**config.mk**
```make
export PLATFORM = sky130hd
export DESIGN_NAME = pe_grid_nxm
export DESIGN_NICKNAME = d
export VERILOG_FILES = /design/src/rtl/pe_grid_pkg.sv /design/src/rtl/pe_grid_nxm_pe_cell.sv /design/src/rtl/pe_grid_nxm.sv
export SDC_FILE = /design/constraint.sdc
export NUM_CORES = 2
export LEC_CHECK = 0
export CELL_PAD_IN_SITES_DETAIL_PLACEMENT = 1
export CELL_PAD_IN_SITES_GLOBAL_PLACEMENT = 2
export CORE_AREA = 2 2 604 606
export CTS_CLUSTER_DIAMETER = 120
export DETAILED_ROUTE_END_ITERATION = 12
export DIE_AREA = 0 0 606 608
export GPL_ROUTABILITY_DRIVEN = 0
export MAX_ROUTING_LAYER = met4
export PLACE_DENSITY_LB_ADDON = 0.05
export SLEW_MARGIN = 20
export SYNTH_ARGS = -nofsm -noshare
export SYNTH_HDL_FRONTEND = slang
export SYNTH_HIERARCHICAL = 1
export SYNTH_SLANG_ARGS = --single-unit
```
**constraint.sdc**
```tcl
create_clock -name CLK -period 8.6 [get_ports CLK]
set_input_delay 2.15 -clock CLK [delete_from_list [all_inputs] [get_ports CLK]]
set_output_delay 2.15 -clock CLK [all_outputs]
set_load 0.01 [all_outputs]
```
**src/rtl/pe_grid_pkg.sv**
```systemverilog
// Shared definitions for the PE grid: command codes, sequencer states and
// the per-command step count.
package pe_grid_pkg;

    localparam logic [2:0] CMD_NOP        = 3'b000;
    localparam logic [2:0] CMD_SHIFT1     = 3'b001;
    localparam logic [2:0] CMD_LONG_SHIFT = 3'b010;
    localparam logic [2:0] CMD_MAC        = 3'b011;
    localparam logic [2:0] CMD_CLEAR_ACC  = 3'b100;
    localparam logic [2:0] CMD_LOAD_AB    = 3'b101;
    localparam logic [2:0] CMD_LOAD_ACC   = 3'b110;
    localparam logic [2:0] CMD_RSVD       = 3'b111;

    // Step counter width; comfortably covers any practical LONG_SHIFT.
    localparam int STEP_W = 16;

    typedef enum logic {
        IDLE = 1'b0,
        EXEC = 1'b1
    } state_t;

    // Number of execute cycles a command occupies. Only LONG_SHIFT is
    // multi-step; everything else (including the reserved code) takes one.
    function automatic logic [STEP_W-1:0] steps_for(input logic [2:0]        cmd,
                                                    input logic [STEP_W-1:0] long_steps);
        steps_for = (cmd == CMD_LONG_SHIFT) ? long_steps : STEP_W'(1);
    endfunction

endpackage

```
**src/rtl/pe_grid_nxm_pe_cell.sv**
```systemverilog
// Single processing element: A/B operand registers and an accumulator.
// Shift inputs come from the neighbour chosen by the grid wiring; the cell
// only decides which image moves.
module pe_cell
    import pe_grid_pkg::*;
#(
    parameter int PRECISION        = 8,
    parameter int OUTPUT_PRECISION = 32,
    parameter int SIGNED           = 0
) (
    input  logic                        clk,
    input  logic                        srst,
    input  logic                        ld_ab,
    input  logic                        ld_acc,
    input  logic                        clr,
    input  logic                        mac,
    input  logic                        shift_en,
    input  logic                        shift_sel,
    input  logic [PRECISION-1:0]        shift_a_in,
    input  logic [PRECISION-1:0]        shift_b_in,
    input  logic [PRECISION-1:0]        a_load,
    input  logic [PRECISION-1:0]        b_load,
    input  logic [OUTPUT_PRECISION-1:0] acc_load,
    output logic [PRECISION-1:0]        a_out,
    output logic [PRECISION-1:0]        b_out,
    output logic [OUTPUT_PRECISION-1:0] acc_out
);

    localparam int PW = 2 * PRECISION;

    logic [PRECISION-1:0]        a_reg, a_next;
    logic [PRECISION-1:0]        b_reg, b_next;
    logic [OUTPUT_PRECISION-1:0] acc_reg, acc_next;

    logic                        a_sgn, b_sgn, prod_sgn;
    logic [PW-1:0]               a_x, b_x, prod;
    logic [OUTPUT_PRECISION-1:0] prod_ext;

    // Extending both operands to the full product width (sign or zero)
    // lets a plain multiply yield the correct low 2*PRECISION bits in
    // either mode.
    assign a_sgn    = (SIGNED != 0) & a_reg[PRECISION-1];
    assign b_sgn    = (SIGNED != 0) & b_reg[PRECISION-1];
    assign a_x      = {{PRECISION{a_sgn}}, a_reg};
    assign b_x      = {{PRECISION{b_sgn}}, b_reg};
    assign prod     = a_x * b_x;
    assign prod_sgn = (SIGNED != 0) & prod[PW-1];

    generate
        if (OUTPUT_PRECISION > PW) begin : g_ext
            assign prod_ext = {{(OUTPUT_PRECISION-PW){prod_sgn}}, prod};
        end else begin : g_noext
            assign prod_ext = prod[OUTPUT_PRECISION-1:0];
        end
    endgenerate

    // Next-state selection for operands and accumulator; the sequencer
    // raises at most one of these controls per cycle.
    always_comb begin
        a_next   = a_reg;
        b_next   = b_reg;
        acc_next = acc_reg;
        if (ld_ab) begin
            a_next = a_load;
            b_next = b_load;
        end else if (shift_en) begin
            if (shift_sel) begin
                b_next = shift_b_in;
            end else begin
                a_next = shift_a_in;
            end
        end
        if (clr) begin
            acc_next = '0;
        end else if (ld_acc) begin
            acc_next = acc_load;
        end else if (mac) begin
            acc_next = acc_reg + prod_ext;
        end
    end

    // State registers with synchronous clear.
    always_ff @(posedge clk) begin
        if (srst) begin
            a_reg   <= '0;
            b_reg   <= '0;
            acc_reg <= '0;
        end else begin
            a_reg   <= a_next;
            b_reg   <= b_next;
            acc_reg <= acc_next;
        end
    end

    assign a_out   = a_reg;
    assign b_out   = b_reg;
    assign acc_out = acc_reg;

endmodule

```
**src/rtl/pe_grid_nxm.sv**
```systemverilog
// ROWS x COLS processing-element grid with a command sequencer.
// A command is accepted when ready && array_ack, then executes one step per
// cycle for its step count. A shifts left along rows, B shifts up along
// columns.
// Build option: define PE_GRID_WRAP_EN for toroidal shifts; otherwise the
// edge PE fills with zero.
module pe_grid_nxm
    import pe_grid_pkg::*;
#(
    parameter int ROWS             = 4,
    parameter int COLS             = 4,
    parameter int PRECISION        = 8,
    parameter int OUTPUT_PRECISION = 32,
    parameter int LONG_SHIFT       = 4,
    parameter int SIGNED           = 0
) (
    input  logic                                   CLK,
    input  logic                                   RST,
    input  logic [2:0]                             command_to_execute,
    input  logic                                   image_to_shift,
    input  logic                                   array_ack,
    input  logic [ROWS*COLS*PRECISION-1:0]         a_overwrite,
    input  logic [ROWS*COLS*PRECISION-1:0]         b_overwrite,
    input  logic [ROWS*COLS*OUTPUT_PRECISION-1:0]  s_out_overwrite_array,
    output logic                                   ready,
    output logic [ROWS*COLS*PRECISION-1:0]         A_array,
    output logic [ROWS*COLS*PRECISION-1:0]         B_array,
    output logic [ROWS*COLS*OUTPUT_PRECISION-1:0]  s_out_array
);

    localparam int NPE = ROWS * COLS;

    state_t              state_reg, state_next;
    logic [2:0]          cmd_reg, cmd_next;
    logic                img_reg, img_next;
    logic [STEP_W-1:0]   cnt_reg, cnt_next;

    logic exec;
    logic do_shift, do_mac, do_clr, do_ld_ab, do_ld_acc;

    logic [PRECISION-1:0]        a_cell   [NPE];
    logic [PRECISION-1:0]        b_cell   [NPE];
    logic [OUTPUT_PRECISION-1:0] acc_cell [NPE];
    logic [PRECISION-1:0]        a_nbr    [NPE];
    logic [PRECISION-1:0]        b_nbr    [NPE];

    // Sequencer state register; reset aborts any command in flight.
    always_ff @(posedge CLK) begin
        if (RST) begin
            state_reg <= IDLE;
            cmd_reg   <= CMD_NOP;
            img_reg   <= 1'b0;
            cnt_reg   <= '0;
        end else begin
            state_reg <= state_next;
            cmd_reg   <= cmd_next;
            img_reg   <= img_next;
            cnt_reg   <= cnt_next;
        end
    end

    // Next-state logic: latch the command on accept, count steps down in EXEC.
    always_comb begin
        state_next = state_reg;
        cmd_next   = cmd_reg;
        img_next   = img_reg;
        cnt_next   = cnt_reg;
        case (state_reg)
            IDLE: begin
                if (array_ack) begin
                    state_next = EXEC;
                    cmd_next   = command_to_execute;
                    img_next   = image_to_shift;
                    cnt_next   = steps_for(command_to_execute, STEP_W'(LONG_SHIFT));
                end
            end
            EXEC: begin
                cnt_next = cnt_reg - STEP_W'(1);
                if (cnt_reg <= STEP_W'(1)) begin
                    state_next = IDLE;
                end
            end
            default: state_next = IDLE;
        endcase
    end

    assign ready     = (state_reg == IDLE);
    assign exec      = (state_reg == EXEC);
    assign do_shift  = exec && ((cmd_reg == CMD_SHIFT1) || (cmd_reg == CMD_LONG_SHIFT));
    assign do_mac    = exec && (cmd_reg == CMD_MAC);
    assign do_clr    = exec && (cmd_reg == CMD_CLEAR_ACC);
    assign do_ld_ab  = exec && (cmd_reg == CMD_LOAD_AB);
    assign do_ld_acc = exec && (cmd_reg == CMD_LOAD_ACC);

    genvar gi;
    generate
        for (gi = 0; gi < NPE; gi++) begin : g_pe
            localparam int R = gi / COLS;
            localparam int C = gi % COLS;

            // A neighbour: the PE to the right, or the edge fill.
            if (C == COLS - 1) begin : g_a_edge
`ifdef PE_GRID_WRAP_EN
                assign a_nbr[gi] = a_cell[gi - (COLS - 1)];
`else
                assign a_nbr[gi] = '0;
`endif
            end else begin : g_a_in
                assign a_nbr[gi] = a_cell[gi + 1];
            end

            // B neighbour: the PE below, or the edge fill.
            if (R == ROWS - 1) begin : g_b_edge
`ifdef PE_GRID_WRAP_EN
                assign b_nbr[gi] = b_cell[C];
`else
                assign b_nbr[gi] = '0;
`endif
            end else begin : g_b_in
                assign b_nbr[gi] = b_cell[gi + COLS];
            end

            pe_cell #(
                .PRECISION       (PRECISION),
                .OUTPUT_PRECISION(OUTPUT_PRECISION),
                .SIGNED          (SIGNED)
            ) u_cell (
                .clk       (CLK),
                .srst      (RST),
                .ld_ab     (do_ld_ab),
                .ld_acc    (do_ld_acc),
                .clr       (do_clr),
                .mac       (do_mac),
                .shift_en  (do_shift),
                .shift_sel (img_reg),
                .shift_a_in(a_nbr[gi]),
                .shift_b_in(b_nbr[gi]),
                .a_load    (a_overwrite[gi*PRECISION +: PRECISION]),
                .b_load    (b_overwrite[gi*PRECISION +: PRECISION]),
                .acc_load  (s_out_overwrite_array[gi*OUTPUT_PRECISION +: OUTPUT_PRECISION]),
                .a_out     (a_cell[gi]),
                .b_out     (b_cell[gi]),
                .acc_out   (acc_cell[gi])
            );

            assign A_array[gi*PRECISION +: PRECISION]                  = a_cell[gi];
            assign B_array[gi*PRECISION +: PRECISION]                  = b_cell[gi];
            assign s_out_array[gi*OUTPUT_PRECISION +: OUTPUT_PRECISION] = acc_cell[gi];
        end
    endgenerate

endmodule

```
==> results.py <==
metrics = {
    "critical_path": {
        "rrSetupSlack_ns": 3.03,
        "cp_num_buf_inv": 3,
        "end_kind": "register",
        "worst_stage_delay_on_the_critical_path_ns": 0.88,
        "rr_endpoint": "g_pe[5].u_cell/acc_out[31]",
        "critical_path_class": "register to register",
        "critical-path-slowest-cell": "sky130_fd_sc_hd__dfxtp_1",
        "crit_family": "adder cells",
        "critical_path.startpoint_type": "register",
        "cp_cell_sequence": "nand2_1, fa_1, inv_1, fa_1, fa_1, inv_1, fa_1, inv_1, ha_1, a21o_1, nor2_1, a21o_1, o21ai_1, nand4_1, xor2_1, a21oi_1",
        "worst_r2r_startpoint": "g_pe[5].u_cell/b_out[0]",
        "worst-r2r-cell-count": 16,
        "critical_path_peak_fanout": 11,
        "req_time_crit_path_ns": 9.41,
        "worst_path_most_repeated_cell": "sky130_fd_sc_hd__fa_1",
        "critical_path_arrival_ns": 6.39,
    },
    "timing": {
        "rel_slew_slack_pct": 28.9,
        "finalSetupTns_ns": 0,
        "timing.final.setup_violations": 0,
        "hold_viol": 0,
        "final_max_slew_viol_count": 0,
        "fmax_mhz": 179,
        "fin_skew_ns": 0.0492,
        "finalCritPeriodShare_pct": 64.8,
        "worst_hold_slack_ns": 0.491,
        "min_period_ns": 5.57,
        "worst_slew_pin_slew_ns": 1.06,
        "setup_repair_after_global_routing_missed_its_margin": "false",
    },
    "finish": {
        "most_frequent_standard_cell_in_the_layout_excluding_fill_and_tap_cells": "sky130_fd_sc_hd__inv_1",
        "finalNetCount": 13300,
        "fillerInstances": 42500,
        "stdcell_area_mm2": 0.106,
        "layout.cells.most_common_list": "1633 x sky130_fd_sc_hd__inv_1, 1542 x sky130_fd_sc_hd__clkdlybuf4s50_1, 805 x sky130_fd_sc_hd__nand2_1",
        "finalCoreUtilization_pct": 29.3,
        "largest_reg_flops": 512,
        "area_growth_pct": 30.8,
        "final_layout_size_suffix_gt1_share_pct": 3.59,
        "multi_input_area_mm2": 0.0576,
        "layout.area.seq_mm2": 0.0158,
    },
    "routing": {
        "detailedRoute.firstIterationViolations": 2979,
        "final_antenna_net_count": 0,
        "routed_wl_um": 409000,
        "dr.pass1.iters": 7,
        "via_count": 74500,
        "vias_per_cell": 4.63,
        "wl_per_cell_um": 25.4,
        "drt_drc_violations_left": 0,
    },
    "pwr": {
        "power.density_mw_per_mm2": 99.6,
        "static-leakage-power_nw": 43.9,
        "total_power_mw": 10.5,
        "power.ir.vdd_worst_v": 0.000185,
    },
    "yosys": {
        "yosys_warnings": 6,
        "synth-seq-area-share_pct": 19.5,
        "synthFlopType": "sky130_fd_sc_hd__dfxtp_1",
        "synth.distinct_cells": 107,
        "syn_area_per_cell_um2": 8.31,
        "syn_area_mm2": 0.0810,
        "synthesis.instances": 9743,
        "synth_seq_cells": 789,
        "synth-edff-count": 0,
        "asyncSetResetFlopFracSynth_pct": 0,
    },
    "grt": {
        "grt_util_all_layers_pct": 22.4,
        "pin_count_of_the_biggest_net_entering_global_routing": 103,
        "first_global_vias": 81100,
        "number_of_antenna_violations_at_the_first_check_in_global_routing": 173,
        "first_pass_grt_wire_length_um": 590000,
        "congestion_overflow_gr": 0,
    },
    "placed_design": {
        "dpl.hpwl_um": 334000,
        "placement.cell_area_mm2": 0.102,
        "port_buffers": 1543,
    },
    "clock_network": {
        "tritoncts_clock_tree": "built",
        "clock_sinks": 789,
        "htree_levels": 3,
        "clkSlewWorstSetupHoldPaths_ns": 0.06,
        "resized_cells_post_cts": 0,
        "clk_latency_ns": 0.89,
        "ctsHoldBuffers": 0,
        "cts_setup_buffers": 0,
        "cts_made_buffers": 124,
        "cts_max_path_buffers": 4,
        "cts.root.buffer_cell": "sky130_fd_sc_hd__clkbuf_16",
    },
    "worst_hold_path": {
        "timing.hold.worst_endpoint": "cnt_reg[12]",
        "min-delay-start": "cnt_reg[12]",
        "hold_class": "register to register",
        "min_path_cells": 2,
    },
    "run_status": {
        "run_status": "finished clean",
    },
    "floorplanning": {
        "floorplan.rows": 221,
        "floorplan.core_area_mm2": 0.362,
        "initial_core_util_pct": 22.4,
        "io_pins": 1544,
        "die_width_um": 606,
        "die_h_um": 608,
        "floorplan.die_area_mm2": 0.368,
    },
    "flow_run": {
        "timing.max_cap.violations": 0,
    },
}
-- logic make-up (layout without fill, tap and decap cells) --
logic type / count (synthesis) / in the layout / share of synthesized area, %
compound gates: 2062 / 2062 / 16.5
xor+xnor: 338 / 338 / 3.66
fa+ha+maj: 1458 / 1458 / 30.0
buf+inv: 2075 / 3477 / 9.71
flops: 789 / 789 / 19.5
mux: 390 / 390 / 4.83
other cells: 1 / 153 / 0.00463
simple gates: 2630 / 2630 / 15.8
-- per-layer routing --
metal / share of wire (%) / routed length [um] / vias up / GRT usage, %
met5: 0 / 0 / - / -
met4: 3.5 / 14400 / 0 / 7.61
met3: 5.1 / 20700 / 535 / 4.27
met2: 50 / 203000 / 1549 / 38.4
met1: 42 / 171000 / 37500 / 26.1
li1: - / - / 35000 / -
-- tightest hold or removal path: cells and delay by family (launching register included) --
| family | cells | cell delay [ns] |
|---|---|---|
| AOI/OAI and AO/OA | 2 | 0.13 |
| DFF | 1 | 0.32 |
-- per-stage QoR --
step	cells	setup slack, ns
final	16100	3.03
after global routing	16100	2.68
after floorplan	9806	3.18
after global placement	15800	2.95
after CTS	16000	2.94
after detailed placement	15800	2.97
-- power by group --
part	internal [mW]	switching (mW)
logic	0.638	0.655
clock network	3.06	2.15
registers	3.74	0.296
-- synth_stat cells, types with 32 or more instances --
master                        n  area (um^2)
sky130_fd_sc_hd__fa_1       800        16000
sky130_fd_sc_hd__a211oi_1   375         2820
sky130_fd_sc_hd__inv_1     1633         6130
sky130_fd_sc_hd__nor3_1      41          205
sky130_fd_sc_hd__mux2i_1    383         3830
sky130_fd_sc_hd__xor2_1     123         1080
sky130_fd_sc_hd__clkbuf_1   377         1420
sky130_fd_sc_hd__and4_1      32          280
sky130_fd_sc_hd__a31oi_1     84          526
sky130_fd_sc_hd__o21ai_1     59          295
sky130_fd_sc_hd__a21o_1      99          743
sky130_fd_sc_hd__or3_1       65          407
sky130_fd_sc_hd__nor2_1     654         2450
sky130_fd_sc_hd__dfxtp_1    789        15800
sky130_fd_sc_hd__ha_1       658         8230
sky130_fd_sc_hd__nand2_1    805         3020
sky130_fd_sc_hd__o21ai_0    398         1990
sky130_fd_sc_hd__and3_1      74          463
sky130_fd_sc_hd__nand3_1    145          726
sky130_fd_sc_hd__and2_1     588         3680
sky130_fd_sc_hd__nand4_1     84          526
sky130_fd_sc_hd__buf_2       40          200
sky130_fd_sc_hd__a21oi_1    676         3380
sky130_fd_sc_hd__o21a_1      46          345
sky130_fd_sc_hd__xnor2_1    215         1880
-- cell type report --
type / instances / share of cell area (%)
clock buffers: 182 / 3.37
inverters: 1639 / 5.81
clock inverters: 41 / 0.412
multi-input cells: 6942 / 54.4
diodes: 89 / 0.210
well taps: 4794 / 5.67
repair buffers: 1615 / 15.2
flip-flops and latches: 789 / 14.9
-- how the worst max path moves through the flow --
stage | startpoint | end | slack, ns | depth (start not counted)
6_report | g_pe[5].u_cell/b_out[0] | g_pe[5].u_cell/acc_out[31] | 3.03 | 16
3_5_place_dp | g_pe[5].u_cell/b_out[0] | g_pe[5].u_cell/acc_out[31] | 2.97 | 16
2_1_floorplan | exec | g_pe[0].u_cell/acc_out[31] | 3.18 | 10
4_1_cts | g_pe[5].u_cell/b_out[0] | g_pe[5].u_cell/acc_out[31] | 2.94 | 16
5_1_grt | g_pe[5].u_cell/b_out[0] | g_pe[5].u_cell/acc_out[31] | 2.68 | 16
3_3_place_gp | g_pe[5].u_cell/b_out[0] | g_pe[5].u_cell/acc_out[31] | 2.95 | 16
Note: power is estimated with default switching activity, not from simulation.
